<file path="config.mk">
export PLATFORM = sky130hd
export DESIGN_NAME = if_stage_flat
export DESIGN_NICKNAME = d
export VERILOG_FILES = /design/src/rtl/if_stage_if.sv /design/src/rtl/if_stage.sv /design/src/flat_wrapper.sv
export SDC_FILE = /design/constraint.sdc
export NUM_CORES = 1
export LEC_CHECK = 0
export ABC_AREA = 1
export CAP_MARGIN = 15
export CORE_MARGIN = 4
export CORE_UTILIZATION = 40
export DETAILED_ROUTE_END_ITERATION = 10
export PLACE_DENSITY = 0.67
export SLEW_MARGIN = 15
export SYNTH_ARGS = -nofsm -noshare
export SYNTH_HDL_FRONTEND = slang
export SYNTH_SLANG_ARGS = --single-unit
</file>
<file path="constraint.sdc">
create_clock -name clk -period 2.2 [get_ports clk]
set_clock_uncertainty 0.1 [all_clocks]
set_input_delay 0.44 -clock clk [delete_from_list [all_inputs] [get_ports clk]]
set_output_delay 0.44 -clock clk [all_outputs]
set_load 0.05 [all_outputs]
</file>
<file path="src/rtl/if_stage_if.sv">
// Instruction memory request/response bundle.
// The fetch stage is the master, the memory the slave.
interface if_stage_if;
  logic        imem_req;
  logic [15:0] imem_addr;
  logic        imem_rdy;
  logic [15:0] imem_data;

  modport master (
    output imem_req,
    output imem_addr,
    input  imem_rdy,
    input  imem_data
  );

  modport slave (
    input  imem_req,
    input  imem_addr,
    output imem_rdy,
    output imem_data
  );
endinterface

</file>
<file path="src/rtl/if_stage.sv">
// Instruction fetch stage for the 16-bit WISC core.
// Owns the PC, one-entry output buffer, redirect drain and halt.
module if_stage #(
  parameter logic [15:0] RESET_PC = 16'h0000,
  parameter logic [15:0] PC_INC   = 16'd2,
  parameter logic [3:0]  HLT_OP   = 4'hF
) (
  input  logic        clk,
  input  logic        rst,
  if_stage_if.master  imem,
  input  logic        stall,
  input  logic        redirect,
  input  logic [15:0] redirect_pc,
  output logic [15:0] instr_out,
  output logic [15:0] pc_out,
  output logic [15:0] pc_plus,
  output logic        instr_valid,
  output logic        halted
);

  typedef enum logic [1:0] {
    RUN,
    DRAIN,
    HALT
  } state_t;

  state_t      state;
  logic [15:0] pc;
  logic [15:0] hold_addr;
  logic        pend;
  logic        req;
  logic        consume;
  logic        rdy;

  assign rdy     = imem.imem_rdy;
  assign consume = instr_valid & ~stall;

  // Request while a fetch is outstanding, while draining, or when the
  // buffer will be free; an outstanding fetch keeps its original address.
  always_comb begin
    req = 1'b0;
    if (pend || state == DRAIN) begin
      req = 1'b1;
    end else if (state == RUN && !redirect) begin
      req = !instr_valid || !stall;
    end
    imem.imem_req  = req;
    imem.imem_addr = pend ? hold_addr : pc;
  end

  // PC, pending flag, output buffer and RUN/DRAIN/HALT sequencing.
  always_ff @(posedge clk) begin
    if (rst) begin
      state       <= RUN;
      pc          <= RESET_PC;
      hold_addr   <= RESET_PC;
      pend        <= 1'b0;
      instr_out   <= 16'h0000;
      pc_out      <= 16'h0000;
      pc_plus     <= 16'h0000;
      instr_valid <= 1'b0;
      halted      <= 1'b0;
    end else begin
      if (!pend) begin
        hold_addr <= pc;
      end
      if (rdy) begin
        pend <= 1'b0;
      end else if (req) begin
        pend <= 1'b1;
      end
      if (redirect) begin
        pc          <= redirect_pc;
        instr_valid <= 1'b0;
        halted      <= 1'b0;
        state       <= (pend && !rdy) ? DRAIN : RUN;
      end else begin
        unique case (state)
          RUN: begin
            if (rdy) begin
              instr_out   <= imem.imem_data;
              pc_out      <= pc;
              pc_plus     <= pc + PC_INC;
              instr_valid <= 1'b1;
              pc          <= pc + PC_INC;
              if (imem.imem_data[15:12] == HLT_OP) begin
                state  <= HALT;
                halted <= 1'b1;
              end
            end else if (consume) begin
              instr_valid <= 1'b0;
            end
          end
          DRAIN: begin
            if (rdy) begin
              state <= RUN;
            end
          end
          HALT: begin
            if (consume) begin
              instr_valid <= 1'b0;
            end
          end
          default: begin
            state <= RUN;
          end
        endcase
      end
    end
  end

endmodule

</file>
<file path="src/flat_wrapper.sv">
// flat-port wrapper written by rule: the top's interface ports become plain ports
module if_stage_flat 
#(
  parameter logic [15:0] RESET_PC = 16'h0000,
  parameter logic [15:0] PC_INC   = 16'd2,
  parameter logic [3:0]  HLT_OP   = 4'hF
)
  (clk, rst, stall, redirect, redirect_pc, instr_out, pc_out, pc_plus, instr_valid, halted, imem_imem_req, imem_imem_addr, imem_imem_rdy, imem_imem_data);
  if_stage_if imem_i ();
  input  logic clk;
  input  logic rst;
  input  logic stall;
  input  logic redirect;
  input  logic [15:0] redirect_pc;
  output logic [15:0] instr_out;
  output logic [15:0] pc_out;
  output logic [15:0] pc_plus;
  output logic instr_valid;
  output logic halted;
  output wire logic [$bits(imem_i.imem_req)-1:0] imem_imem_req;
  output wire logic [$bits(imem_i.imem_addr)-1:0] imem_imem_addr;
  input wire logic [$bits(imem_i.imem_rdy)-1:0] imem_imem_rdy;
  input wire logic [$bits(imem_i.imem_data)-1:0] imem_imem_data;
  assign imem_imem_req = imem_i.imem_req;
  assign imem_imem_addr = imem_i.imem_addr;
  assign imem_i.imem_rdy = imem_imem_rdy;
  assign imem_i.imem_data = imem_imem_data;
  if_stage #(.RESET_PC(RESET_PC), .PC_INC(PC_INC), .HLT_OP(HLT_OP)) u_core (.clk(clk), .rst(rst), .imem(imem_i), .stall(stall), .redirect(redirect), .redirect_pc(redirect_pc), .instr_out(instr_out), .pc_out(pc_out), .pc_plus(pc_plus), .instr_valid(instr_valid), .halted(halted));
endmodule
</file>
==> results of run 1 <==
-- final timing paths --
kind | startpoint | end | slack, ns | cells after the start
hold / removal | u_core.hold_addr[10]$_SDFF_PP0_ | u_core.hold_addr[10]$_SDFF_PP0_ | 0.37 | 2
hold reg to reg | u_core.hold_addr[10]$_SDFF_PP0_ | u_core.hold_addr[10]$_SDFF_PP0_ | 0.37 | 2
setup / recovery | redirect | imem_imem_req | 0.09 | 5
setup reg to reg | u_core.pc[1]$_SDFFE_PP0P_ | u_core.pc[9]$_SDFFE_PP0P_ | 0.55 | 7
-- power breakdown --
part / total (mW) / switching [mW] / leakage (nW) / internal [mW]
registers: 1.67 / 0.0603 / 0.689 / 1.61
clock network: 1.19 / 0.542 / 0.112 / 0.647
logic: 0.768 / 0.494 / 1.23 / 0.275
-- sequential cells by signal (all words and copies together), names as in the netlist --
signal	cells
u_core.pc_plus	16
u_core.halted	1
u_core.pc	16
u_core.instr_valid	1
u_core.pc_out	15
u_core.pend	1
u_core.instr_out	16
u_core.state	2
u_core.hold_addr	16
-- cell usage in the layout, fill, tap and decap left out, drive strengths merged --
master | netlist | final
a21oi | 50 | 50
a31oi | 4 | 4
buf | 14 | 29
bufinv | 0 | 1
clkbuf | 11 | 13
clkdlybuf4s50 | 0 | 86
clkinv | 1 | 2
clkinvlp | 0 | 1
dfxtp | 84 | 84
ha | 1 | 1
inv | 37 | 37
nand2 | 117 | 117
nand3 | 19 | 19
nand4 | 6 | 6
nor2 | 71 | 71
nor3 | 1 | 1
o211ai | 1 | 1
o21ai | 49 | 49
o21bai | 1 | 1
o22ai | 1 | 1
o32ai | 1 | 1
or2 | 1 | 1
xor2 | 4 | 4
-- final cells by class --
class	count	area, um^2
timing repair buffer	115	1130
fill	810	3520
clock inverter	3	42.5
sequential	84	1680
clock buffer	13	179
multi-input combinational	327	1510
inverter	38	143
tap	105	131
-- critical path: cells and delay by family --
family | cells | cell delay (ns)
AND/OR/NAND/NOR | 2 | 0.24
buffers and inverters | 3 | 0.89
-- stage by stage --
stage | cells | setup WS (ns)
floorplan | 474 | 0.421
global placement | 669 | 0.0952
detailed placement | 669 | 0.0755
CTS | 685 | 0.0782
global route | 685 | 0.0278
finish | 685 | 0.0853
-- synth_stat cells (all sizes together) (4+ instances only) --
| cell type | n |
|---|---|
| dfxtp | 84 |
| buf | 14 |
| nand4 | 6 |
| a21oi | 50 |
| a31oi | 4 |
| nor2 | 71 |
| nand2 | 117 |
| nand3 | 19 |
| o21ai | 49 |
| inv | 37 |
| xor2 | 4 |
| clkbuf | 11 |
-- per-layer routing --
| metal | wire length, um | vias up |
|---|---|---|
| li1 | - | 1723 |
| met1 | 4320 | 1579 |
| met2 | 4650 | 102 |
| met3 | 552 | 10 |
| met4 | 121 | 0 |
| met5 | 0 | - |
-- cells by family after synthesis --
family,after synthesis
and+or+nand+nor,215
AOI/OAI and AO/OA,107
DFF,84
buffers and inverters,63
xor gates and xnor gates,4
adders and majority gates,1
==> flow_summary.ini, run 1 <==
[cells_and_area]
final_area_um2 = 4820
final_nets = 613
post-route-util_pct = 57.8
drive_above_1_share_pct = 11.0
diodes = 0
area_growth_pct = 38.2

[floorplan]
start_util_pct = 41.8
design.core.area_um2 = 8340
die_area_um2 = 10300
io_pins = 104
die_w_um = 101
rows = 33
die_h_um = 101

[grt]
antenna_found_initial = 0
use_met1_pct = 25.9
met2_usage_pct = 32.9
grtUsageTotal_pct = 19.7
grt_pass1_vias = 3345
grt_pass1_wl_mm = 16.1
grt_overflow_total = 0
grt_use_met3_pct = 3.58
grt_max_degree = 48
grt_most_used_layer = met2

[power]
power_leakage_nw = 2.03
vdd_drop_max_v = 0.000339
power.total_mw = 3.62
p_per_area_nw_per_um2 = 752

[critical_path]
crit_top_cell = nand3_1
arrival_ns = 1.57
required_ns = 1.66
crit_type = primary input to primary output
crit_path_cell_trace = clkdlybuf4s50_1 -> inv_1 -> nand3_1 -> nand3_1 -> buf_12
slowest_stage = clkdlybuf4s50_1
cp_max_fo = 4
critical_path.startpoint_type = primary input
critPathCaptureType = primary output
slowest_delay_ns = 0.62

[logic_synthesis]
synth-seq-area-share_pct = 48.2
synth_cells = 474
synth_top_family_by_area = simple AND/OR/NAND/NOR gates
postSynthAreaPerCell_um2 = 7.35
synth_xor_area_share_pct = 1.01
ys_seq_elements = 84
muxShareOfSynthArea_pct = 0
synth_edf_count = 0
mappedNetlistArea_um2 = 3490
synth_compound_area_share_pct = 16.1
syn_nets = 512
yosysTopAreaCellShare_pct = 48.2
synth_ff_type = dfxtp_1
synth_top_area_cell = dfxtp_1
synth-simple-area-share_pct = 25.9
synth-async-reset-ratio_pct = 0
yosys.area_share.adder_pct = 0.359
ys_top_cells_by_area = dfxtp_1, nand2_1, a21oi_1
yosysWarnings = 0
ys_types = 30

[timing]
hold_ws_ns = 0.374
setup_tns_ns = 0
fin_crit_ns = 2.11
slew_headroom_pct = 64.7
setup_viol = 0
hold_viol = 0
timing.final.crit_share_pct = 96.1
max_freq_ghz = 0.473
tightest_slew_ns = 0.528
finalMaxSlewViolations = 0
rsz0062_at_grt = no

[placed_design]
io_buffers = 103
placed_area_um2 = 4600
dp_hpwl_mm = 6.85
gp_congestion = 0.845

[routing]
drt-total-wl_mm = 9.64
firstDrtPassIters = 5
vias_per_cell = 4.98
first_iter_violations = 132
vias = 3414
final_antenna_net_count = 0
drc = 0
wire_per_inst_um = 14.1

[clock_tree]
cts_root_buf = clkbuf_8
path_clk_slew_ns = 0.08
clock_path_buffers = 2
cts-resized-gates = 0
h-tree-depth = 3
cts_num_sinks = 84
cts_setup_buffers = 0
postCtsHoldBufs = 0
clock_latency_ns = 0.35
cts_tree = built
cts_buffers = 9

[outcome]
status = complete, no violations

[flow_run]
maxCapViolCount = 0

[worst_hold_path]
hold_path.class = flop to flop
Power figures use the tool's default switching activity.
==> run 2: changes to the inputs <==
--- a/config.mk
+++ b/config.mk
@@ -10,6 +10,7 @@
 export CORE_MARGIN = 4
 export CORE_UTILIZATION = 40
 export DETAILED_ROUTE_END_ITERATION = 10
+export GPL_ROUTABILITY_DRIVEN = 0
 export PLACE_DENSITY = 0.67
 export SLEW_MARGIN = 15
 export SYNTH_ARGS = -nofsm -noshare
==> results of run 2 <==
Same layout as run 1: the final DEF is identical, and so are final timing and power.
